[src/rtl/ssd_scan_ctrl.sv]
// ssd_scan_ctrl: 8-digit seven-segment scan controller with a double-buffered
// display word, a programmable on-time, a dead-time blanking gap and a debug
// override source.
// Ports: clk, rst_ni (async, active-low); bus we_i/re_i/addr_i/wdata_i/rdata_o
// (0 DATA, 1 MASK, 2 CTRL, 3 ACTIVE read-only); dbg_valid_i/dbg_data_i debug
// word; anode_o (active-low), nibble_o, digit_idx_o, frame_done_o.
// Optional macro SSD_LEADING_ZERO_BLANK_EN adds CTRL[2] leading-zero blanking.
module ssd_scan_ctrl #(
    parameter int DW           = 32,
    parameter int CLK_DIV      = 100000,
    parameter int BLANK_CYCLES = 1000
) (
    input  logic          clk,
    input  logic          rst_ni,
    input  logic          we_i,
    input  logic          re_i,
    input  logic [1:0]    addr_i,
    input  logic [DW-1:0] wdata_i,
    output logic [DW-1:0] rdata_o,
    input  logic          dbg_valid_i,
    input  logic [DW-1:0] dbg_data_i,
    output logic [7:0]    anode_o,
    output logic [3:0]    nibble_o,
    output logic [2:0]    digit_idx_o,
    output logic          frame_done_o
);

    localparam int CMAX = (CLK_DIV > BLANK_CYCLES) ? CLK_DIV : BLANK_CYCLES;
    localparam int CW   = $clog2(CMAX + 1);
    localparam logic [CW-1:0] ON_LAST  = CW'(CLK_DIV - 1);
    localparam logic [CW-1:0] BLK_LAST =
        CW'((BLANK_CYCLES > 0) ? BLANK_CYCLES - 1 : 0);

`ifdef SSD_LEADING_ZERO_BLANK_EN
    localparam int CTW = 3;
`else
    localparam int CTW = 2;
`endif

    localparam logic [0:0] ST_BLANK = 1'b0;
    localparam logic [0:0] ST_ON    = 1'b1;

    logic [DW-1:0]  data_q, data_d;
    logic [DW-1:0]  active_q, active_d;
    logic [7:0]     mask_q, mask_d;
    logic [CTW-1:0] ctrl_q, ctrl_d;
    logic [0:0]     state_q, state_d;
    logic [CW-1:0]  cnt_q, cnt_d;
    logic [2:0]     idx_q, idx_d;
    logic [7:0]     anode_q, anode_d;
    logic [3:0]     nibble_q, nibble_d;
    logic           frame_done_q, frame_done_d;
    logic [DW-1:0]  rdata_q, rdata_d;
    logic [DW-1:0]  sel;
    logic [7:0]     eff_mask;

    always_comb begin
        data_d       = data_q;
        mask_d       = mask_q;
        ctrl_d       = ctrl_q;
        active_d     = active_q;
        state_d      = state_q;
        cnt_d        = cnt_q;
        idx_d        = idx_q;
        rdata_d      = rdata_q;
        frame_done_d = 1'b0;
        eff_mask     = mask_q;
        anode_d      = 8'hFF;

        sel = (ctrl_q[1] && dbg_valid_i) ? dbg_data_i : data_q;

        if (we_i) begin
            case (addr_i)
                2'd0:    data_d = wdata_i;
                2'd1:    mask_d = wdata_i[7:0];
                2'd2:    ctrl_d = wdata_i[CTW-1:0];
                default: ;
            endcase
        end

        // Reads see the register contents before any same-cycle write.
        if (re_i) begin
            case (addr_i)
                2'd0:    rdata_d = data_q;
                2'd1:    rdata_d = {{(DW-8){1'b0}}, mask_q};
                2'd2:    rdata_d = {{(DW-CTW){1'b0}}, ctrl_q};
                default: rdata_d = active_q;
            endcase
        end

        if (!ctrl_q[0]) begin
            state_d  = ST_BLANK;
            cnt_d    = '0;
            idx_d    = 3'd0;
            active_d = sel;
        end else if (state_q == ST_BLANK) begin
            if (BLANK_CYCLES == 0 || cnt_q == BLK_LAST) begin
                state_d = ST_ON;
                cnt_d   = '0;
            end else begin
                cnt_d = cnt_q + CW'(1);
            end
        end else begin
            if (cnt_q == ON_LAST) begin
                cnt_d   = '0;
                idx_d   = idx_q + 3'd1;
                state_d = (BLANK_CYCLES == 0) ? ST_ON : ST_BLANK;
                // Frame boundary: latch the next word from the old DATA.
                if (idx_q == 3'd7) begin
                    active_d     = sel;
                    frame_done_d = 1'b1;
                end
            end else begin
                cnt_d = cnt_q + CW'(1);
            end
        end

`ifdef SSD_LEADING_ZERO_BLANK_EN
        if (ctrl_q[2]) begin
            for (int i = 1; i < 8; i++) begin
                if ((active_d >> (4 * i)) == '0) eff_mask[i] = 1'b0;
            end
        end
`endif

        // Outputs are computed from next state so they register together.
        if (state_d == ST_ON && eff_mask[idx_d]) anode_d[idx_d] = 1'b0;
        nibble_d = active_d[{idx_d, 2'b00} +: 4];
    end

    always_ff @(posedge clk or negedge rst_ni) begin
        if (!rst_ni) begin
            data_q       <= '0;
            active_q     <= '0;
            mask_q       <= 8'hFF;
            ctrl_q       <= '0;
            state_q      <= ST_BLANK;
            cnt_q        <= '0;
            idx_q        <= 3'd0;
            anode_q      <= 8'hFF;
            nibble_q     <= 4'd0;
            frame_done_q <= 1'b0;
            rdata_q      <= '0;
        end else begin
            data_q       <= data_d;
            active_q     <= active_d;
            mask_q       <= mask_d;
            ctrl_q       <= ctrl_d;
            state_q      <= state_d;
            cnt_q        <= cnt_d;
            idx_q        <= idx_d;
            anode_q      <= anode_d;
            nibble_q     <= nibble_d;
            frame_done_q <= frame_done_d;
            rdata_q      <= rdata_d;
        end
    end

    assign anode_o      = anode_q;
    assign nibble_o     = nibble_q;
    assign digit_idx_o  = idx_q;
    assign frame_done_o = frame_done_q;
    assign rdata_o      = rdata_q;

endmodule

[config.mk]
export PLATFORM = sky130hd
export DESIGN_NAME = ssd_scan_ctrl
export DESIGN_NICKNAME = d
export VERILOG_FILES = /design/src/rtl/ssd_scan_ctrl.sv
export SDC_FILE = /design/constraint.sdc
export NUM_CORES = 1
export LEC_CHECK = 0
export CORE_MARGIN = 2
export CORE_UTILIZATION = 52
export DETAILED_ROUTE_END_ITERATION = 12
export GPL_TIMING_DRIVEN = 0
export HOLD_SLACK_MARGIN = 0.08
export PLACE_DENSITY = 0.78
export SETUP_SLACK_MARGIN = 0.3
export SLEW_MARGIN = 5
export SYNTH_ARGS = -nofsm -noshare
export SYNTH_HDL_FRONTEND = slang
export SYNTH_SLANG_ARGS = --single-unit
[constraint.sdc]
create_clock -name clk -period 6.9 [get_ports clk]
set_input_delay 1.38 -clock clk [delete_from_list [all_inputs] [get_ports clk]]
set_output_delay 1.38 -clock clk [all_outputs]
set_load 0.005 [all_outputs]
== After elaboration in Yosys (flattened, before gate mapping) ==
Index checks and enable logic that the tools add are counted.
W data, S select, Z words.

* Add/sub/neg operators: 2
* Order comparisons: 2
* Equal/unequal tests: 5
* Shift operators: 1
* Muxes and demuxes: 26
* Bitwise operators: 1
* Reduce and logical (&&, ||, !) cells: 7

{| class="wikitable"
|+ Operators by type and width
! operator !! count
|-
| $mux W32 || 5
|-
| $pmux W32 S3 || 1
|-
| $mux W17 || 4
|-
| $shiftx A32 B6 Y4 || 1
|-
| $add A17 B1 Y17 const B || 1
|-
| $eq A17 B10 Y1 const B || 1
|-
| $eq A17 B17 Y1 const B || 1
|-
| $mux W1 || 10
|-
| $mux W3 || 3
|-
| $mux W8 || 1
|-
| $not A8 Y8 || 1
|-
| $reduce_and A2 Y1 || 3
|-
| $lt A3 B4 Y1 const B || 1
|-
| $add A3 B1 Y3 const B || 1
|-
| $bmux W1 S3 || 1
|-
| $demux W1 S3 || 1
|-
| $eq A3 B3 Y1 const B || 1
|-
| $ge A3 B1 Y1 const B || 1
|-
| $logic_and A1 B1 Y1 || 3
|-
| $eq A2 B1 Y1 const B || 1
|-
| $eq A2 B2 Y1 const B || 1
|-
| $logic_not A2 Y1 || 1
|}

* Flip-flop bits (word level): 140
* Input port bits: 71
* Word-level logic and storage cells: 55

== Depth between registers and ports, before layout ==
Gate-level depths: netlist (run 1).

* Word-level depth: 10
* Depth in mapped cells: 12

== Least setup slack after synthesis (run 1) ==
No wires, ideal clock.

* Path kind: input -> register
* Start: input dbg_valid_i
* End: register nibble_q[1], in the netlist nibble_o[1]
* Library setup time: 0.090 ns
* Data arrival time: 3.228 ns
* Data required time: 6.810 ns
* Slack: 3.582 ns
* Cell stages on the path: 7
* Path buffers: 2
* Path through: nand2_1 buf_1 buf_1 mux2i_1 a2111oi_2 a221oi_1 o221ai_1

* Cells in the longest elaborated chain, start to end: 7

{| class="wikitable"
|+ Ends and longest elaborated chain
! item !! RTL line !! source
|-
| start: declaration || 20 || <nowiki>input logic dbg_valid_i,</nowiki>
|-
| $logic_and A1 B1 Y1 (*) || 70 || <nowiki>sel = (ctrl_q[1] && dbg_valid_i) ? dbg_data_i : data_q;</nowiki>
|-
| $mux W32 (*) || 70 ||
|-
| $mux W32 || 109 || <nowiki>if (idx_q == 3'd7) begin</nowiki>
|-
| $mux W32 || 104 || <nowiki>if (cnt_q == ON_LAST) begin</nowiki>
|-
| $mux W32 || 96 || <nowiki>end else if (state_q == ST_BLANK) begin</nowiki>
|-
| $mux W32 (*) || 91 || <nowiki>if (!ctrl_q[0]) begin</nowiki>
|-
| $shiftx A32 B6 Y4 (*) || 128 || <nowiki>nibble_d = active_d[{idx_d, 2'b00} +: 4];</nowiki>
|-
| via nibble_d[1] || 51 || <nowiki>logic [3:0] nibble_q, nibble_d;</nowiki>
|-
| end signal: assignment || 153 || <nowiki>nibble_q <= nibble_d;</nowiki>
|-
| end: declaration || 51 ||
|}

The timed path passes the listed nets; every way through them passes the cells marked *.
A chain may end at the register's enable or synchronous reset.

== Final worst setup path (run 1) ==
* Start: input dbg_valid_i
* End: register nibble_q[1], in the netlist nibble_o[1]

* Cells in the longest elaborated chain, start to end: 7

{| class="wikitable"
|+ Ends and longest elaborated chain
! item !! RTL line !! source
|-
| $logic_and A1 B1 Y1 (*) || 70 ||
|-
| $mux W32 (*) || 70 ||
|-
| $mux W32 || 109 ||
|-
| $mux W32 || 104 ||
|-
| $mux W32 || 96 ||
|-
| $mux W32 (*) || 91 ||
|-
| via active_d[1] || 44 || <nowiki>logic [DW-1:0] active_q, active_d;</nowiki>
|-
| $shiftx A32 B6 Y4 (*) || 128 ||
|-
| via nibble_d[1] || 51 ||
|}

Marked as above.

==> results.sh, run 1 <==
export IMPL_arrival_ps=4470
export IMPL_syn_nets=651
export IMPL_cts_hold_buf=0
export IMPL_p_switching_mw=0.6890
export IMPL_critPathLaunchType="input port"
export IMPL_drtPass1Iterations=7
export IMPL_peakVddDrop_mv=0.2239
export IMPL_holdPathStages=1
export IMPL_post_cts_resized=0
export IMPL_gp_congestion=0.8810
export IMPL_drv_slew=0
export IMPL_die_h_um=116.1
export IMPL_antenna_found_initial=0
export IMPL_syn_inst=577
export IMPL_rrSetupSlack_ps=3560
export IMPL_cpMostUsedCell="buf_1"
export IMPL_outcome="finished, final reports clean"
export IMPL_stdcell_count=895
export IMPL_first_iter_violations=526
export IMPL_grt_overflow_total=0
export IMPL_hold_end="anode_o[1]"
export IMPL_ys_types=57
export IMPL_cts_buffer_depth=2
export IMPL_final_area_um2=8524
export IMPL_critical_path_max_stage_delay_ps=740
export IMPL_grt_pass1_vias=5189
export IMPL_seq_area_frac_synth_pct=53.91
export IMPL_start_util_pct=53.74
export IMPL_r2r_start="cnt_q[12]"
export IMPL_grt_use_total_pct=26.90
export IMPL_syn2layout_area_growth_pct=30.42
export IMPL_crit_chain="clkdlybuf4s50_1, nand2_1, buf_1, buf_1, mux2i_1, a21oi_1, a221oi_1, o221ai_1"
export IMPL_worstPathRequired_ps=7170
export IMPL_clock_power_share_pct=35.1
export IMPL_synth_area_um2=6536
export IMPL_rows=40
export IMPL_power_density_nw_per_um2=294.7
export IMPL_hold_path_class="reg -> reg"
export IMPL_grt_pass1_wl_um=27190
export IMPL_cts_sinks=140
export IMPL_fill_cells=885
export IMPL_cts_max_level=4
export IMPL_reg2regPathDepth=9
export IMPL_clk_latency_ps=420
export IMPL_path_max_fanout=10
export IMPL_max_cap_viol_count=0
export IMPL_cts_tree="done"
export IMPL_vias=5246
export IMPL_dieArea_um2=13480
export IMPL_synth_edff_count=0
export IMPL_min_from="eff_mask[1]"
export IMPL_timing_fmax_mhz=238.1
export IMPL_dp_cells=863
export IMPL_tightest_slew_ps=1100
export IMPL_clk_pin_slew_ps=60
export IMPL_period_share_pct=60.86
export IMPL_synthArstFlopShare_pct=100.0
export IMPL_seqPwrFrac_pct=43.5
export IMPL_root_buffer="clkbuf_16"
export IMPL_drive_above_1_share_pct=18.57
export IMPL_drc=0
export IMPL_antennaDiodeCount=0
export IMPL_power_mw=2.512
export IMPL_grt_max_degree=96
export IMPL_slowest_stage="buf_1"
export IMPL_portBuffers=117
export IMPL_dpl_instance_area_um2=7946
export IMPL_ios=119
export IMPL_synth_ff_type="dfrtp_1"
export IMPL_synth_seq_cells=140
export IMPL_intPower_mw=1.823
export IMPL_dp_slack_ps=2309
export IMPL_setup_tns_ps=0
export IMPL_clock_skew_final_ps=9.930
export IMPL_post_cts_buffers=0
export IMPL_wire_per_inst_um=19.55
export IMPL_swShare_pct=27.43
export IMPL_core_um2=12160
export IMPL_critPathCaptureType="flop"
export IMPL_vias_per_cell=5.861
export IMPL_finalHoldViolCount=0
export IMPL_finish_net_count=788
export IMPL_drt_total_wl_um=17500
export IMPL_avgSynthCellArea_um2=11.33
export IMPL_power_leakage_nw=3.570
export IMPL_slew_headroom_pct=25.51
export IMPL_dieWidth_um=116.1
export IMPL_dp_hpwl_um=12290
export IMPL_rsz0062_at_grt="false"
export IMPL_timing_final_ws_setup_ps=2701
export IMPL_worst_setup_path_type="in -> reg"
export IMPL_finalCriticalPeriod_ps=4199
export IMPL_combPwrFrac_pct=21.4
export IMPL_antenna_left=0
export IMPL_cts_buffers=17
export IMPL_setup_viol_count_final=0
export IMPL_yosys_warnings=0
export IMPL_worstReg2RegEnd="nibble_o[0]"
-- placed cells by master, fill, tap and decap left out, types with 2 or more instances in the layout --
master	Yosys	routed
a211oi_1	6	6
a21oi_1	54	54
a221oi_1	3	3
a22oi_1	30	30
and2_1	3	3
and3_1	2	2
buf_1	6	6
buf_2	2	2
buf_4	2	2
buf_6	3	4
clkbuf_1	20	24
clkbuf_16	0	17
clkbuf_8	0	6
clkdlybuf4s50_1	0	116
clkinv_2	0	2
clkinvlp_4	0	2
dfrtp_1	124	124
dfstp_2	16	16
ha_1	3	3
inv_1	16	16
mux2_2	66	66
mux2i_1	34	34
mux4_2	3	3
nand2_1	18	18
nand2b_1	5	5
nand3_1	14	14
nand3b_1	4	4
nand4_1	3	3
nor2_1	79	79
nor3_1	3	3
nor4_1	3	3
o211ai_1	4	4
o21a_1	3	3
o21ai_0	4	4
o221ai_1	2	2
or2_2	2	2
or4b_2	2	2
xnor2_1	6	6
xor2_1	9	9
-- flip-flops by register name (all words and copies together) (netlist names) --
register and flops:
cnt_q 17, frame_done_o 1, anode_o 8, active_q 32
nibble_o 4, digit_idx_o 3, ctrl_q 2, data_q 32
eff_mask 8, rdata_o 32, state_q 1
-- cell families (layout without fill, tap and decap cells) --
| kind of cell | after synthesis | after routing | share of synthesized area [%] |
|---|---|---|---|
| compound gates | 119 | 119 | 11.91 |
| xor+xnor | 15 | 15 | 2.010 |
| fa+ha+maj | 3 | 3 | 0.5743 |
| buf+inv | 51 | 201 | 3.426 |
| flops | 140 | 140 | 53.91 |
| mux | 103 | 103 | 17.61 |
| simple gates | 146 | 146 | 10.57 |
-- power groups by stage --
stage	Sequential, mW	Combinational [mW]	Clock (mW)
after floorplan	1.07	0.306	0
after global placement	1.10	0.520	0
after detailed placement	1.10	0.533	0
after CTS	1.09	0.539	0.888
after global routing	1.11	0.586	0.925
final	1.09	0.538	0.881
-- routing by layer --
metal  vias to the layer above  wire, um  part of all wire (%)  global-route usage (%)
li1                       2352         -                     -                       -
met1                      2631      7714                    44                   37.45
met2                       228      8309                    47                   42.69
met3                        35      1111                   6.4                   5.501
met4                         0       359                   2.1                   9.127
met5                         -         0                     0                       0
-- final cells by class --
| type | count | area, um^2 | share of cell area (%) |
|---|---|---|---|
| inverter | 18 | 67.56 | 0.7926 |
| clock inverter | 5 | 55.05 | 0.6458 |
| multi-input combinational | 386 | 2789 | 32.72 |
| timing repair buffer | 118 | 1200 | 14.08 |
| tap | 168 | 210.2 | 2.466 |
| buffer | 33 | 156.4 | 1.835 |
| clock buffer | 27 | 523.0 | 6.135 |
| sequential | 140 | 3523 | 41.33 |
-- cells in the mapped netlist (4+ instances only) --
cell type / count / area share, %
buf_1: 6 / 0.34
nand2b_1: 5 / 0.48
clkbuf_1: 20 / 1.1
mux2_2: 66 / 11
xnor2_1: 6 / 0.80
dfrtp_1: 124 / 47
o211ai_1: 4 / 0.46
nor2_1: 79 / 4.5
a211oi_1: 6 / 0.69
xor2_1: 9 / 1.2
mux2i_1: 34 / 5.2
inv_1: 16 / 0.92
nand2_1: 18 / 1.0
dfstp_2: 16 / 6.4
o21ai_0: 4 / 0.31
nand3b_1: 4 / 0.46
a21oi_1: 54 / 4.1
nand3_1: 14 / 1.1
a22oi_1: 30 / 3.4
-- metrics by stage --
stage / util (%) / hold WS [ps]
floorplan: - / 435.1
CTS: 70.09 / 478.8
finish: 70.09 / 480.6
detailed placement: 65.34 / 463.7
global route: 70.09 / 487.6
global placement: 65.10 / 449.1
-- worst max-delay path: cells and delay by family --
family | cells | cell delay [ps]
mux | 1 | 310
compound gates | 3 | 630
buf+inv | 3 | 1830
simple gates | 1 | 290
-- how the worst max path moves through the flow --
stage	to	slack [ps]	start
global route	nibble_o[1]	2600	dbg_valid_i
global placement	rdata_o[24]	-920	rst_ni
detailed placement	nibble_o[1]	2310	dbg_valid_i
CTS	nibble_o[1]	2740	dbg_valid_i
floorplan	nibble_o[1]	3580	dbg_valid_i
finish	nibble_o[1]	2700	dbg_valid_i
Note: power is estimated with default switching activity, not from simulation.
==> run 2, diff against run 1 <==
--- a/config.mk
+++ b/config.mk
@@ -6,11 +6,11 @@
 export NUM_CORES = 1
 export LEC_CHECK = 0
 export CORE_MARGIN = 2
-export CORE_UTILIZATION = 52
+export CORE_UTILIZATION = 48
 export DETAILED_ROUTE_END_ITERATION = 12
 export GPL_TIMING_DRIVEN = 0
 export HOLD_SLACK_MARGIN = 0.08
-export PLACE_DENSITY = 0.78
+export PLACE_DENSITY = 0.76
 export SETUP_SLACK_MARGIN = 0.3
 export SLEW_MARGIN = 5
 export SYNTH_ARGS = -nofsm -noshare
==> constraint.sdc (replaced) <==
create_clock -name clk -period 3.7 [get_ports clk]
set_input_delay 0.74 -clock clk [delete_from_list [all_inputs] [get_ports clk]]
set_output_delay 0.74 -clock clk [all_outputs]
set_load 0.005 [all_outputs]
==> results.sh, run 2 (synthesis results as in run 1) <==
export IMPL_outcome="finished, final reports clean"
export IMPL_drt_total_wl_um=17720
export IMPL_setup_viol_count_final=0
export IMPL_cts_tree="done"
export IMPL_dp_slack_ps=-339.9
export IMPL_layout_cells_most_common_list="124 x dfrtp_1, 116 x clkdlybuf4s50_1, 79 x nor2_1"
export IMPL_antennaDiodeCount=0
export IMPL_peakVddDrop_mv=0.3613
export IMPL_critPathCaptureType="flop"
export IMPL_drtPass1Iterations=5
export IMPL_ios=119
export IMPL_die_h_um=120.7
export IMPL_core_um2=13300
export IMPL_arrival_ps=3640
export IMPL_finalCriticalPeriod_ps=3323
export IMPL_cts_hold_buf=0
export IMPL_grt_pass1_wl_um=27820
export IMPL_slew_headroom_pct=29.24
export IMPL_post_cts_buffers=0
export IMPL_timing_final_ws_setup_ps=376.9
export IMPL_dieArea_um2=14570
export IMPL_vias_per_cell=5.790
export IMPL_portBuffers=117
export IMPL_grt_pass1_vias=5236
export IMPL_stdcell_count=903
export IMPL_power_leakage_nw=3.587
export IMPL_drive_above_1_share_pct=19.26
export IMPL_timing_fmax_mhz=300.9
export IMPL_clock_skew_final_ps=10.64
export IMPL_rows=42
export IMPL_worstPathRequired_ps=4020
export IMPL_gp_congestion=0.8851
export IMPL_setup_tns_ps=0
export IMPL_crit_chain="or4_4, or4_1, buf_2, o21ai_4, buf_4, mux2_2, mux2i_1, o22ai_1, a21o_1"
export IMPL_power_mw=4.760
export IMPL_rrSetupSlack_ps=380
export IMPL_period_share_pct=89.81
export IMPL_critPathBufInv=2
export IMPL_drc=0
export IMPL_dp_cells=871
export IMPL_antenna_found_initial=0
export IMPL_drv_slew=0
export IMPL_worst_setup_path_type="reg -> reg"
export IMPL_cts_max_level=4
export IMPL_r2r_start="cnt_q[12]"
export IMPL_gr_usage_met3_pct=6.038
export IMPL_wire_per_inst_um=19.62
export IMPL_use_met2_pct=39.83
export IMPL_grt_max_degree=94
export IMPL_hold_path_class="in -> async"
export IMPL_crit_family="simple AND/OR/NAND/NOR gates"
export IMPL_final_util_pct=64.34
export IMPL_grt_overflow_total=0
export IMPL_clk_pin_slew_ps=60
export IMPL_top_usage_layer="met2"
export IMPL_finish_net_count=788
export IMPL_critPathLaunchType="flop"
export IMPL_final_common_cell="dfrtp_1"
export IMPL_cts_buffers=17
export IMPL_syn2layout_area_growth_pct=30.88
export IMPL_dp_hpwl_um=12540
export IMPL_cts_buffer_depth=2
export IMPL_dieWidth_um=120.7
export IMPL_worstReg2RegEnd="nibble_o[0]"
export IMPL_grt_use_total_pct=25.37
export IMPL_antenna_left=0
export IMPL_power_density_nw_per_um2=556.4
export IMPL_cts_sinks=140
export IMPL_tightest_slew_ps=1045
export IMPL_finalHoldViolCount=0
export IMPL_first_iter_violations=563
export IMPL_vias=5228
export IMPL_rsz0062_at_grt="false"
export IMPL_max_cap_viol_count=0
export IMPL_use_met1_pct=34.09
export IMPL_start_util_pct=49.16
export IMPL_critical_path_max_stage_delay_ps=570
export IMPL_root_buffer="clkbuf_16"
export IMPL_clk_latency_ps=430
export IMPL_reg2regPathDepth=9
export IMPL_path_max_fanout=10
export IMPL_slowest_stage="or4_4"
run 2: cell types whose count changed in the layout (fill, tap and decap cells not counted), sizes merged:
| cell | delta |
|---|---|
| clkbuf | -6 |
| bufinv | +2 |
| buf | -1 |
| clkinv | +5 |
run 2: power breakdown:
group	internal [mW]	leakage [nW]	total, mW	switching [mW]
logic	0.532	1.63	1.01	0.474
clock network	1.07	0.290	1.71	0.640
registers	1.84	1.67	2.04	0.204
run 2: cell type report:
cell class	instances	area, um^2
Tap cell	176	220.2
Multi-Input combinational cell	386	2789
Inverter	18	67.56
Buffer	33	160.2
Timing Repair Buffer	118	1200
Clock buffer	20	446.7
Fill cell	1023	4741
Sequential cell	140	3523
Clock inverter	12	147.6
run 2: worst max path at each step:
stage                 from  cells after the start  slack, ps           end
2_1_floorplan    cnt_q[12]                      8        840   nibble_o[2]
3_3_place_gp        rst_ni                      1      -3450  active_q[28]
3_5_place_dp   dbg_valid_i                      8       -340   nibble_o[1]
4_1_cts          cnt_q[12]                      9        390   nibble_o[0]
5_1_grt          cnt_q[11]                      9        300   nibble_o[0]
6_report         cnt_q[12]                      9        380   nibble_o[0]
run 2: worst register-to-register path: cells and delay by family (launching register included):
family                 cells  cell delay (ps)
AO/OA/AOI/OAI              3              660
multiplexers               2              590
AND/OR/NAND/NOR            2             1100
buffers and inverters      2              450
flip-flops                 1              420
run 2: what timing repair did:
action,CTS,global route
gates resized for setup,3,1
endpoints found under the setup margin,3,2
pin swaps,0,0
run 2: metal layers:
layer / share of wire [%] / up-vias
met2: 48 / 244
met4: 2.4 / 0
met5: 0 / -
met1: 42 / 2604
li1: - / 2343
met3: 7.3 / 37
run 2: through the flow:
step                      area [um^2]  hold slack (ps)
final                            8554            236.3
after global routing             8554            268.3
after CTS                        8559            250.2
after detailed placement         7956            449.6
after global placement           7928            456.8
after floorplan                  6536            435.1
